File: src/rtl/matrix_line_sched.sv
// Line-buffer scheduler for a 3x3 window stage.
// Sequences two external row-delay FIFOs (FIFO0 holds row r-1, FIFO1 holds
// row r-2) from a raster pixel stream and emits three column-aligned taps
// with the row/column coordinates of the newest pixel. Between frames the
// line FIFOs are cleared through line_rst.
module matrix_line_sched #(
    parameter int c_DATA_WIDTH = 8,
    parameter int c_IMG_WIDTH  = 640,
    parameter int c_IMG_HEIGHT = 480,
    parameter int c_COL_WIDTH  = 10,
    parameter int c_ROW_WIDTH  = 9
) (
    input  logic                    clk,
    input  logic                    rst,
    // pixel source
    input  logic                    pix_sof,
    input  logic                    pix_valid,
    input  logic [c_DATA_WIDTH-1:0] pix_data,
    output logic                    pix_ready,
    // line FIFO control
    output logic                    line_rst,
    output logic                    fifo0_wr_en,
    output logic [c_DATA_WIDTH-1:0] fifo0_wr_data,
    output logic                    fifo0_rd_en,
    input  logic [c_DATA_WIDTH-1:0] fifo0_rd_data,
    input  logic                    fifo0_rd_empty,
    input  logic                    fifo0_wr_full,
    output logic                    fifo1_wr_en,
    output logic [c_DATA_WIDTH-1:0] fifo1_wr_data,
    output logic                    fifo1_rd_en,
    input  logic [c_DATA_WIDTH-1:0] fifo1_rd_data,
    input  logic                    fifo1_rd_empty,
    input  logic                    fifo1_wr_full,
    // window taps
    output logic                    tap_valid,
    output logic [c_DATA_WIDTH-1:0] tap_row0,
    output logic [c_DATA_WIDTH-1:0] tap_row1,
    output logic [c_DATA_WIDTH-1:0] tap_row2,
    output logic [c_COL_WIDTH-1:0]  tap_col,
    output logic [c_ROW_WIDTH-1:0]  tap_row,
    output logic                    tap_eof,
    // status
    output logic                    frame_err,
    output logic                    fifo_err
);

    localparam logic [c_COL_WIDTH-1:0] LAST_COL = c_COL_WIDTH'(c_IMG_WIDTH - 1);
    localparam logic [c_ROW_WIDTH-1:0] LAST_ROW = c_ROW_WIDTH'(c_IMG_HEIGHT - 1);
    localparam logic [c_ROW_WIDTH-1:0] ROW_TWO  = c_ROW_WIDTH'(2);
    // FLUSH: cycle index 0 lets the pipelined FIFO1 write finish, 1..2 clear the FIFOs
    localparam logic [1:0]             FLUSH_LAST = 2'd2;

    typedef enum logic [2:0] {
        ST_IDLE,
        ST_ROW0,
        ST_ROW1,
        ST_STEADY,
        ST_FLUSH
    } state_t;

    state_t                  state_reg, state_next;
    logic [1:0]              flush_cnt_reg, flush_cnt_next;
    logic [c_COL_WIDTH-1:0]  col_reg, col_next;
    logic [c_ROW_WIDTH-1:0]  row_reg, row_next;

    // stage-1 pipeline: what was accepted in the previous cycle
    logic                    acc_d_reg;
    logic                    r_ge1_d_reg;
    logic                    r_ge2_d_reg;
    logic                    eof_d_reg;
    logic [c_DATA_WIDTH-1:0] pix_d_reg;
    logic [c_COL_WIDTH-1:0]  col_d_reg;
    logic [c_ROW_WIDTH-1:0]  row_d_reg;

    // stage-2: tap output registers
    logic                    tap_valid_reg;
    logic [c_DATA_WIDTH-1:0] tap_row0_reg;
    logic [c_DATA_WIDTH-1:0] tap_row1_reg;
    logic [c_DATA_WIDTH-1:0] tap_row2_reg;
    logic [c_COL_WIDTH-1:0]  tap_col_reg;
    logic [c_ROW_WIDTH-1:0]  tap_row_reg;
    logic                    tap_eof_reg;

    logic in_frame;
    logic accept;
    logic sof_abort;
    logic last_col;
    logic last_pix;
    logic r_ge1;
    logic r_ge2;

    // per-FIFO strobe/flag vectors used to build fifo_err
    logic [1:0] rd_en_vec;
    logic [1:0] rd_empty_vec;
    logic [1:0] wr_en_vec;
    logic [1:0] wr_full_vec;
    logic [1:0] fifo_err_vec;

    // ------------------------------------------------------------------
    // Acceptance and position decode
    // ------------------------------------------------------------------
    assign in_frame  = (state_reg == ST_ROW0) || (state_reg == ST_ROW1) ||
                       (state_reg == ST_STEADY);
    assign accept    = pix_valid && (((state_reg == ST_IDLE) && pix_sof) ||
                                     (in_frame && !pix_sof));
    // a new sof while a frame is in progress abandons the partial frame
    assign sof_abort = pix_valid && in_frame && pix_sof;
    assign last_col  = (col_reg == LAST_COL);
    assign last_pix  = last_col && (row_reg == LAST_ROW);
    assign r_ge1     = (row_reg != '0);
    assign r_ge2     = (row_reg >= ROW_TWO);

    // ------------------------------------------------------------------
    // FSM and raster counters
    // ------------------------------------------------------------------
    // State register and position counters
    always_ff @(posedge clk or posedge rst) begin
        if (rst) begin
            state_reg     <= ST_IDLE;
            flush_cnt_reg <= '0;
            col_reg       <= '0;
            row_reg       <= '0;
        end else begin
            state_reg     <= state_next;
            flush_cnt_reg <= flush_cnt_next;
            col_reg       <= col_next;
            row_reg       <= row_next;
        end
    end

    // Next-state, flush sequencing and counter advance
    always_comb begin
        state_next     = state_reg;
        flush_cnt_next = flush_cnt_reg;
        col_next       = col_reg;
        row_next       = row_reg;

        if (accept) begin
            if (last_col) begin
                col_next = '0;
                row_next = row_reg + 1'b1;
            end else begin
                col_next = col_reg + 1'b1;
            end
        end

        case (state_reg)
            ST_IDLE: begin
                if (accept) begin
                    state_next = ST_ROW0;
                end
            end
            ST_ROW0: begin
                if (accept && last_col) begin
                    state_next = ST_ROW1;
                end
            end
            ST_ROW1: begin
                if (accept && last_col) begin
                    state_next = ST_STEADY;
                end
            end
            ST_STEADY: begin
                if (accept && last_pix) begin
                    state_next     = ST_FLUSH;
                    flush_cnt_next = '0;
                    col_next       = '0;
                    row_next       = '0;
                end
            end
            ST_FLUSH: begin
                if (flush_cnt_reg == FLUSH_LAST) begin
                    state_next     = ST_IDLE;
                    flush_cnt_next = '0;
                end else begin
                    flush_cnt_next = flush_cnt_reg + 1'b1;
                end
            end
            default: begin
                state_next     = ST_IDLE;
                flush_cnt_next = '0;
                col_next       = '0;
                row_next       = '0;
            end
        endcase

        // abandoned frame: counters restart so the next sof begins at (0,0)
        if (sof_abort) begin
            state_next     = ST_FLUSH;
            flush_cnt_next = '0;
            col_next       = '0;
            row_next       = '0;
        end
    end

    // ------------------------------------------------------------------
    // Accept-cycle FIFO strobes (combinational)
    // ------------------------------------------------------------------
    assign fifo0_wr_en   = accept;
    assign fifo0_wr_data = pix_data;
    assign fifo0_rd_en   = accept && r_ge1;
    assign fifo1_rd_en   = accept && r_ge2;

    // FIFO0 read data arrives one cycle after the read and is forwarded
    // into FIFO1 as the row r-2 delay line
    assign fifo1_wr_en   = acc_d_reg && r_ge1_d_reg;
    assign fifo1_wr_data = fifo0_rd_data;

    // ------------------------------------------------------------------
    // Pipeline stage 1: hold the accepted pixel while FIFO reads return
    // ------------------------------------------------------------------
    // Delay the pixel and its position by one cycle to align with FIFO read data
    always_ff @(posedge clk or posedge rst) begin
        if (rst) begin
            acc_d_reg   <= 1'b0;
            r_ge1_d_reg <= 1'b0;
            r_ge2_d_reg <= 1'b0;
            eof_d_reg   <= 1'b0;
            pix_d_reg   <= '0;
            col_d_reg   <= '0;
            row_d_reg   <= '0;
        end else begin
            acc_d_reg   <= accept;
            r_ge1_d_reg <= r_ge1;
            r_ge2_d_reg <= r_ge2;
            eof_d_reg   <= accept && last_pix;
            if (accept) begin
                pix_d_reg <= pix_data;
                col_d_reg <= col_reg;
                row_d_reg <= row_reg;
            end
        end
    end

    // ------------------------------------------------------------------
    // Pipeline stage 2: capture the three row taps
    // ------------------------------------------------------------------
    // Register the column-aligned taps; rows above the frame read as zero
    always_ff @(posedge clk or posedge rst) begin
        if (rst) begin
            tap_valid_reg <= 1'b0;
            tap_row0_reg  <= '0;
            tap_row1_reg  <= '0;
            tap_row2_reg  <= '0;
            tap_col_reg   <= '0;
            tap_row_reg   <= '0;
            tap_eof_reg   <= 1'b0;
        end else begin
            tap_valid_reg <= acc_d_reg;
            tap_eof_reg   <= eof_d_reg;
            if (acc_d_reg) begin
                tap_row0_reg <= pix_d_reg;
                tap_row1_reg <= r_ge1_d_reg ? fifo0_rd_data : '0;
                tap_row2_reg <= r_ge2_d_reg ? fifo1_rd_data : '0;
                tap_col_reg  <= col_d_reg;
                tap_row_reg  <= row_d_reg;
            end
        end
    end

    assign tap_valid = tap_valid_reg;
    assign tap_row0  = tap_row0_reg;
    assign tap_row1  = tap_row1_reg;
    assign tap_row2  = tap_row2_reg;
    assign tap_col   = tap_col_reg;
    assign tap_row   = tap_row_reg;
    assign tap_eof   = tap_eof_reg;

    // ------------------------------------------------------------------
    // Flush control and status
    // ------------------------------------------------------------------
    assign pix_ready = (state_reg != ST_FLUSH);
    assign line_rst  = (state_reg == ST_FLUSH) && (flush_cnt_reg != '0);

    // every pixel strobe that is not accepted is a protocol violation
    assign frame_err = pix_valid && !accept;

    assign rd_en_vec    = {fifo1_rd_en, fifo0_rd_en};
    assign rd_empty_vec = {fifo1_rd_empty, fifo0_rd_empty};
    assign wr_en_vec    = {fifo1_wr_en, fifo0_wr_en};
    assign wr_full_vec  = {fifo1_wr_full, fifo0_wr_full};

    generate
        for (genvar gi = 0; gi < 2; gi++) begin : g_fifo_err
            // strobes are still issued; the error only reports the misuse
            assign fifo_err_vec[gi] = (rd_en_vec[gi] && rd_empty_vec[gi]) ||
                                      (wr_en_vec[gi] && wr_full_vec[gi]);
        end
    endgenerate

    assign fifo_err = |fifo_err_vec;

endmodule

File: config.mk
export PLATFORM = sky130hd
export DESIGN_NAME = matrix_line_sched
export DESIGN_NICKNAME = d
export VERILOG_FILES = /design/src/rtl/matrix_line_sched.sv
export SDC_FILE = /design/constraint.sdc
export NUM_CORES = 1
export LEC_CHECK = 0
export CAP_MARGIN = 25
export CORE_ASPECT_RATIO = 0.5
export CORE_UTILIZATION = 54
export CTS_CLUSTER_DIAMETER = 200
export DETAILED_ROUTE_END_ITERATION = 10
export GPL_ROUTABILITY_DRIVEN = 0
export PLACE_DENSITY = 0.89
export SETUP_SLACK_MARGIN = 0.05
export SYNTH_ARGS = -nofsm -noshare
export SYNTH_HDL_FRONTEND = slang
export SYNTH_SLANG_ARGS = --single-unit
File: constraint.sdc
create_clock -name clk -period 6.7 [get_ports clk]
set_input_delay 1.34 -clock clk [delete_from_list [all_inputs] [get_ports clk]]
set_output_delay 1.34 -clock clk [all_outputs]
set_load 0.03 [all_outputs]
==> flow_summary_export.csv, run 1 <==
group,metric,value,unit
hold_path,hp-class,"flip-flop to flip-flop",
clock_network,cts_tree,"yes",
logic_synthesis,synth_fp_nets,473,
logic_synthesis,ys_seq_area_frac,0.5634,
cells_and_area,antennaDiodeCount,0,
grt,grt_max_degree,66,
grt,antenna_found_initial,0,
detailed_routing,drc,0,
logic_synthesis,ys_top_cells_by_count,"107 x nand2_1, 100 x dfrtp_1, 27 x mux2_2",
place,port_buffers,100,
cells_and_area,fin_nets,547,
grt,grt_pass1_vias,3180,
outcome,outcome,"finished, final reports clean",
grt,grt_overflow,0,
detailed_routing,dr.pass1.iters,4,
cells_and_area,area_growth,27.41,%
clock_network,cts_setup_buffers,0,
logic_synthesis,synth_seq_cells,100,
clock_network,clock_latency,0.35,ns
pwr,share_comb_of_total_power,0.295,
logic_synthesis,ys_types,49,
detailed_routing,routed_wl,9756,µm
pwr,pwr-share-clk,0.280,
setup_path,cpPeakStageDelay,0.69,ns
setup_path,cp_common_cell,"clkdlybuf4s50_1",
setup_path,r2r_start,"col_reg[0]",
sta,finalMaxSlewViolations,0,
cells_and_area,fill_cells,521,
logic_synthesis,ys_dominant_reg_cell,"dfrtp_1",
clock_network,cts_inserted_buffers,9,
place,dp_hpwl,6623,µm
sta,finalHoldViolations,0,
floorplanning,initial_core_util,0.5804,
hold_path,hold_start,"eof_d_reg",
detailed_routing,drt_iter0_drc,222,
pwr,power_leakage,0.002564,µW
floorplanning,placementRows,22,
cells_and_area,multi_input_area,0.001624,mm²
floorplanning,die_y,66.13,µm
sta,finalCritPeriodShare,0.7776,
clock_network,cts_resized,0,
setup_path,cp_num_buf_inv,3,
floorplanning,io-pin-count,101,
grt,grt_use_total,0.2466,
sta,slew_headroom,0.4695,
logic_synthesis,synth.most_common_cell,"nand2_1",
setup_path,required,5.36,ns
setup_path,path_max_fanout,33,
pwr,p_per_area,316.9,mW/mm²
detailed_routing,postRouteAntennaNets,0,
clock_network,clockRootBuffer,"clkbuf_16",
pwr,peakVddDrop,156.1,µV
flow_run,maxCapViolCount,0,
setup_path,r2r_setup_slack,4.33,ns
sta,rsz0062_at_grt,"false",
floorplanning,dieArea,0.008614,mm²
clock_network,clockBufferDepth,2,
detailed_routing,via_per_inst,5.319,
setup_path,worstRegToRegCells,6,
logic_synthesis,synthCells,437,
grt,grt_pass1_wl,15890,µm
pwr,p_sw,600.4,µW
logic_synthesis,synth.avg_cell_area,10.16,µm²
setup_path,r2r_end,"row_reg[2]",
logic_synthesis,synth_top_area_share,0.5634,
floorplanning,core_area,0.007652,mm²
logic_synthesis,synth_edf_count,0,
cells_and_area,drive_above_1_share,0.1047,
cells_and_area,fin_util,0.7395,
pwr,p_sw_frac,0.3348,
setup_path,startpoint_type,"input pin",
pwr,seq_power_share,0.424,
setup_path,worst_ep_arrival_time,3.87,ns
hold_path,hold_depth,0,
logic_synthesis,yosysTopAreaCell,"dfrtp_1",
setup_path,crit_type,"input pin to primary output",
setup_path,cpMaxStageDelayCell,"clkdlybuf4s50_1",
sta,fin_tns_setup,0,ns
clock_network,ctsHoldBuffers,0,
logic_synthesis,async_flop_share,1.000,
clock_network,clkTransAtPathRegs,0.06,ns
cells_and_area,seqCellArea,0.002502,mm²
detailed_routing,vias,3319,
setup_path,crit_path_end_kind,"primary output",
floorplanning,die_w,130.3,µm
sta,setup_viol,0,
clock_network,clock_sinks,100,
logic_synthesis,synthTopCellsByArea,"dfrtp_1 56%, nand2_1 9.0%, mux2_2 6.8%",
logic_synthesis,mappedNetlistArea,0.004442,mm²
hold_path,holdPathEnd,"tap_eof",
logic_synthesis,yosys_warnings,0,
sta,post-route-min-period,5.210,ns
sta,skew,0.008148,ns
setup_path,cp_cell_sequence,"clkdlybuf4s50_1, and2b_1, nand3_1, inv_2, and2_1, a22oi_1, o21ai_0, clkdlybuf4s50_1",
detailed_routing,wl_per_cell,15.63,µm
sta,fmax,0.1919,GHz
sta,worst_pin_slew,0.7957,ns
clock_network,cts_htree_levels,3,
setup_path,cp_top_family,"buffers and inverters",
pwr,power.internal,1193,µW
-- routing by layer --
| metal | track usage | wire (µm) | up-vias |
|---|---|---|---|
| met5 | 0 | 0 | - |
| met4 | 0.07267 | 106 | 0 |
| met3 | 0.06230 | 549 | 10 |
| met2 | 0.4202 | 4841 | 92 |
| met1 | 0.3133 | 4259 | 1632 |
| li1 | - | - | 1585 |
-- cell usage in the layout, fill, tap and decap left out, types with 2 or more instances in the layout --
| master | count |
|---|---|
| a311oi_1 | 2 |
| nor2_1 | 20 |
| nor4_2 | 4 |
| clkbuf_16 | 9 |
| or3_1 | 2 |
| a32o_1 | 2 |
| nor3_1 | 6 |
| clkinv_2 | 2 |
| inv_1 | 21 |
| nor4_1 | 3 |
| a21o_1 | 3 |
| clkbuf_1 | 3 |
| ha_1 | 4 |
| xor2_1 | 4 |
| and2_1 | 5 |
| dfrtp_1 | 100 |
| nand2_1 | 107 |
| o21ai_0 | 24 |
| clkdlybuf4s50_1 | 100 |
| buf_4 | 3 |
| nand4_1 | 6 |
| mux2_2 | 27 |
| nand3_1 | 12 |
| a21oi_1 | 11 |
| xnor2_1 | 9 |
-- kinds of logic (layout without fill, tap and decap cells) --
group	Yosys count	after routing	synth area share
flip-flops	100	100	0.5634
AND/OR/NAND/NOR	177	177	0.1856
XOR/XNOR	13	13	0.02563
adder cells (fa/ha/maj)	4	4	0.01127
AO/OA/AOI/OAI	52	52	0.07240
buffers and inverters	63	142	0.07098
multiplexers	28	28	0.07070
-- cell type report --
cell class	count	share of cell area
well taps	108	0.02388
inverters	23	0.01570
clock buffers	12	0.04179
multi-input cells	274	0.2870
repair buffers	103	0.1809
flip-flops and latches	100	0.4422
clock inverters	4	0.008623
-- stage by stage --
step / cells / worst slack (ns) / power (µW) / hold WS (ns) / area (µm²)
3_3_place_gp: 608 / 1.611 / 1280 / 0.3418 / 5374
3_5_place_dp: 608 / 1.545 / 1300 / 0.3472 / 5374
5_1_grt: 624 / 1.319 / 1883 / 0.3578 / 5659
6_report: 624 / 1.490 / 1793 / 0.3552 / 5659
4_1_cts: 624 / 1.538 / 1806 / 0.3516 / 5659
2_1_floorplan: 437 / 2.571 / 1124 / 0.3312 / 4442
-- power groups by stage --
stage               sequential (µW)  clock (µW)  combinational, µW
CTS                             760         512                534
global route                    772         538                572
detailed placement              770           0                530
floorplan                       804           0                320
finish                          761         502                530
global placement                765           0                515
-- how the worst max path moves through the flow --
stage	from	endpoint	slack (ns)	depth (start not counted)
floorplan	pix_valid	fifo_err	2.57	6
global placement	pix_valid	fifo_err	1.61	8
detailed placement	pix_valid	fifo_err	1.54	8
CTS	pix_valid	fifo_err	1.54	8
global route	pix_valid	fifo_err	1.32	8
finish	pix_valid	fifo_err	1.49	8
(Power assumes the default switching activity.)
==> inputs of run 2 (changes only) <==
--- a/config.mk
+++ b/config.mk
@@ -7,11 +7,11 @@
 export LEC_CHECK = 0
 export CAP_MARGIN = 25
 export CORE_ASPECT_RATIO = 0.5
-export CORE_UTILIZATION = 54
+export CORE_UTILIZATION = 50
 export CTS_CLUSTER_DIAMETER = 200
 export DETAILED_ROUTE_END_ITERATION = 10
 export GPL_ROUTABILITY_DRIVEN = 0
-export PLACE_DENSITY = 0.89
+export PLACE_DENSITY = 0.84
 export SETUP_SLACK_MARGIN = 0.05
 export SYNTH_ARGS = -nofsm -noshare
 export SYNTH_HDL_FRONTEND = slang
==> constraint.sdc (replaced) <==
create_clock -name clk -period 4.85 [get_ports clk]
set_input_delay 0.97 -clock clk [delete_from_list [all_inputs] [get_ports clk]]
set_output_delay 0.97 -clock clk [all_outputs]
set_load 0.03 [all_outputs]
==> flow_summary_export.csv, run 2 (synthesis results as in run 1) <==
group,metric,value,unit
pwr,peakVddDrop,271.9,µV
place,pre_cts_ws,0.8414,ns
setup_path,crit_path_end_kind,"primary output",
detailed_routing,dr.pass1.iters,5,
floorplanning,die_y,68.65,µm
detailed_routing,via_per_inst,5.212,
sta,skew,0.005143,ns
cells_and_area,antennaDiodeCount,0,
place,port_buffers,100,
clock_network,cts_tree,"yes",
setup_path,startpoint_type,"input pin",
clock_network,cts_inserted_buffers,9,
sta,slew_headroom,0.4485,
clock_network,cts_htree_levels,3,
setup_path,crit_end,"frame_err",
floorplanning,die_w,135.3,µm
hold_path,hp-class,"flip-flop to flip-flop",
floorplanning,initial_core_util,0.5359,
sta,finalMaxSlewViolations,0,
cells_and_area,layout_common_cells,"107 x nand2_1, 100 x dfrtp_1, 96 x clkdlybuf4s50_1, 27 x mux2_2, 24 x o21ai_0",
cells_and_area,area_growth,27.38,%
clock_network,cts_setup_buffers,0,
clock_network,clockRootBuffer,"clkbuf_16",
pwr,p_sw,825.3,µW
sta,fmax,0.2497,GHz
clock_network,clockBufferDepth,2,
grt,antenna_found_initial,0,
clock_network,clock_latency,0.34,ns
pwr,p_per_area,436.8,mW/mm²
setup_path,cpPeakStageDelay,0.71,ns
pwr,p_sw_frac,0.3339,
clock_network,clkTransAtPathRegs,0.06,ns
grt,grt_use_total,0.2169,
setup_path,required,3.88,ns
sta,fin_tns_setup,0,ns
setup_path,r2r_setup_slack,2.43,ns
sta,post-route-min-period,4.005,ns
setup_path,path_max_fanout,9,
pwr,power_leakage,0.002576,µW
pwr,pwr-share-clk,0.278,
pwr,power.internal,1646,µW
setup_path,cpMaxStageDelayCell,"clkdlybuf4s50_1",
cells_and_area,fin_nets,548,
floorplanning,dieArea,0.009287,mm²
clock_network,cts_resized,0,
setup_path,cp_cell_sequence,"clkdlybuf4s50_1, or3_4, and2_1, a21boi_0, clkdlybuf4s50_1",
pwr,power,2471,µW
pwr,seq_power_share,0.427,
setup_path,r2r_start,"col_reg[0]",
detailed_routing,postRouteAntennaNets,0,
setup_path,worst_ep_arrival_time,3.04,ns
cells_and_area,final_common_cell,"nand2_1",
floorplanning,io-pin-count,101,
cells_and_area,seqCellArea,0.002502,mm²
detailed_routing,drt_iter0_drc,213,
sta,rsz0062_at_grt,"false",
flow_run,maxCapViolCount,0,
grt,grt_pass1_wl,15170,µm
grt,grt_max_degree,70,
cells_and_area,multi_input_area,0.001624,mm²
clock_network,ctsHoldBuffers,0,
floorplanning,placementRows,23,
detailed_routing,routed_wl,9401,µm
sta,setup_slack,0.8446,ns
setup_path,startpoint,"pix_sof",
clock_network,clock_sinks,100,
place,dp_hpwl,6420,µm
floorplanning,core_area,0.008288,mm²
setup_path,worstRegToRegCells,6,
sta,finalCritPeriodShare,0.8258,
cells_and_area,drive_above_1_share,0.1143,
sta,setup_viol,0,
setup_path,r2r_end,"col_reg[3]",
cells_and_area,fill_cells,613,
pwr,share_comb_of_total_power,0.295,
detailed_routing,vias,3273,
outcome,outcome,"finished, final reports clean",
detailed_routing,drc,0,
sta,finalHoldViolations,0,
detailed_routing,wl_per_cell,14.97,µm
setup_path,crit_type,"input pin to primary output",
setup_path,cp_common_cell,"clkdlybuf4s50_1",
grt,grt_pass1_vias,3158,
grt,grt_overflow,0,
sta,worst_pin_slew,0.8272,ns
## run 2: cell types whose count changed in the layout (fill, tap and decap cells not counted)
cell	before	now
clkdlybuf4s50_1	100	96
clkbuf_1	3	2
buf_4	3	8
## run 2: worst min path at each step
| stage | depth (start not counted) | startpoint | end |
|---|---|---|---|
| global route | 0 | eof_d_reg | tap_eof |
| floorplan | 0 | eof_d_reg | tap_eof |
| global placement | 0 | eof_d_reg | tap_eof |
| finish | 0 | eof_d_reg | tap_eof |
| detailed placement | 0 | eof_d_reg | tap_eof |
| CTS | 0 | eof_d_reg | tap_eof |
## run 2: per-stage QoR
step | util | hold WS, ns | instance area [µm²] | std cells
floorplan | - | 0.3312 | 4442 | 437
global placement | 0.6487 | 0.3424 | 5376 | 613
detailed placement | 0.6487 | 0.3412 | 5376 | 613
CTS | 0.6827 | 0.3551 | 5658 | 628
global route | 0.6827 | 0.3688 | 5658 | 628
finish | 0.6827 | 0.3534 | 5658 | 628
## run 2: layout make-up
class,instances,share of cell area
timing repair buffer,104,0.1805
inverter,23,0.01570
multi-input combinational,274,0.2870
sequential,100,0.4423
clock inverter,4,0.008624
tap,112,0.02477
clock buffer,11,0.04113
## run 2: critical path, delay by kind of cell
family	cells	cell delay, ns
buffers and inverters	2	1.27
AND/OR/NAND/NOR	2	0.60
AO/OA/AOI/OAI	1	0.19
## run 2: power by group through the flow
| stage | Sequential, µW | Combinational (µW) | Clock, µW |
|---|---|---|---|
| 6_report | 1050 | 730 | 687 |
| 5_1_grt | 1070 | 793 | 741 |
| 4_1_cts | 1050 | 735 | 700 |
| 3_5_place_dp | 1070 | 729 | 0 |
| 3_3_place_gp | 1060 | 714 | 0 |
| 2_1_floorplan | 1110 | 442 | 0 |
## run 2: layer usage
metal	global-route usage	share of wire	up-vias
li1	-	-	1584
met1	0.2803	0.45	1563
met2	0.3519	0.47	110
met3	0.05629	0.063	16
met4	0.09691	0.016	0
met5	0	0	-
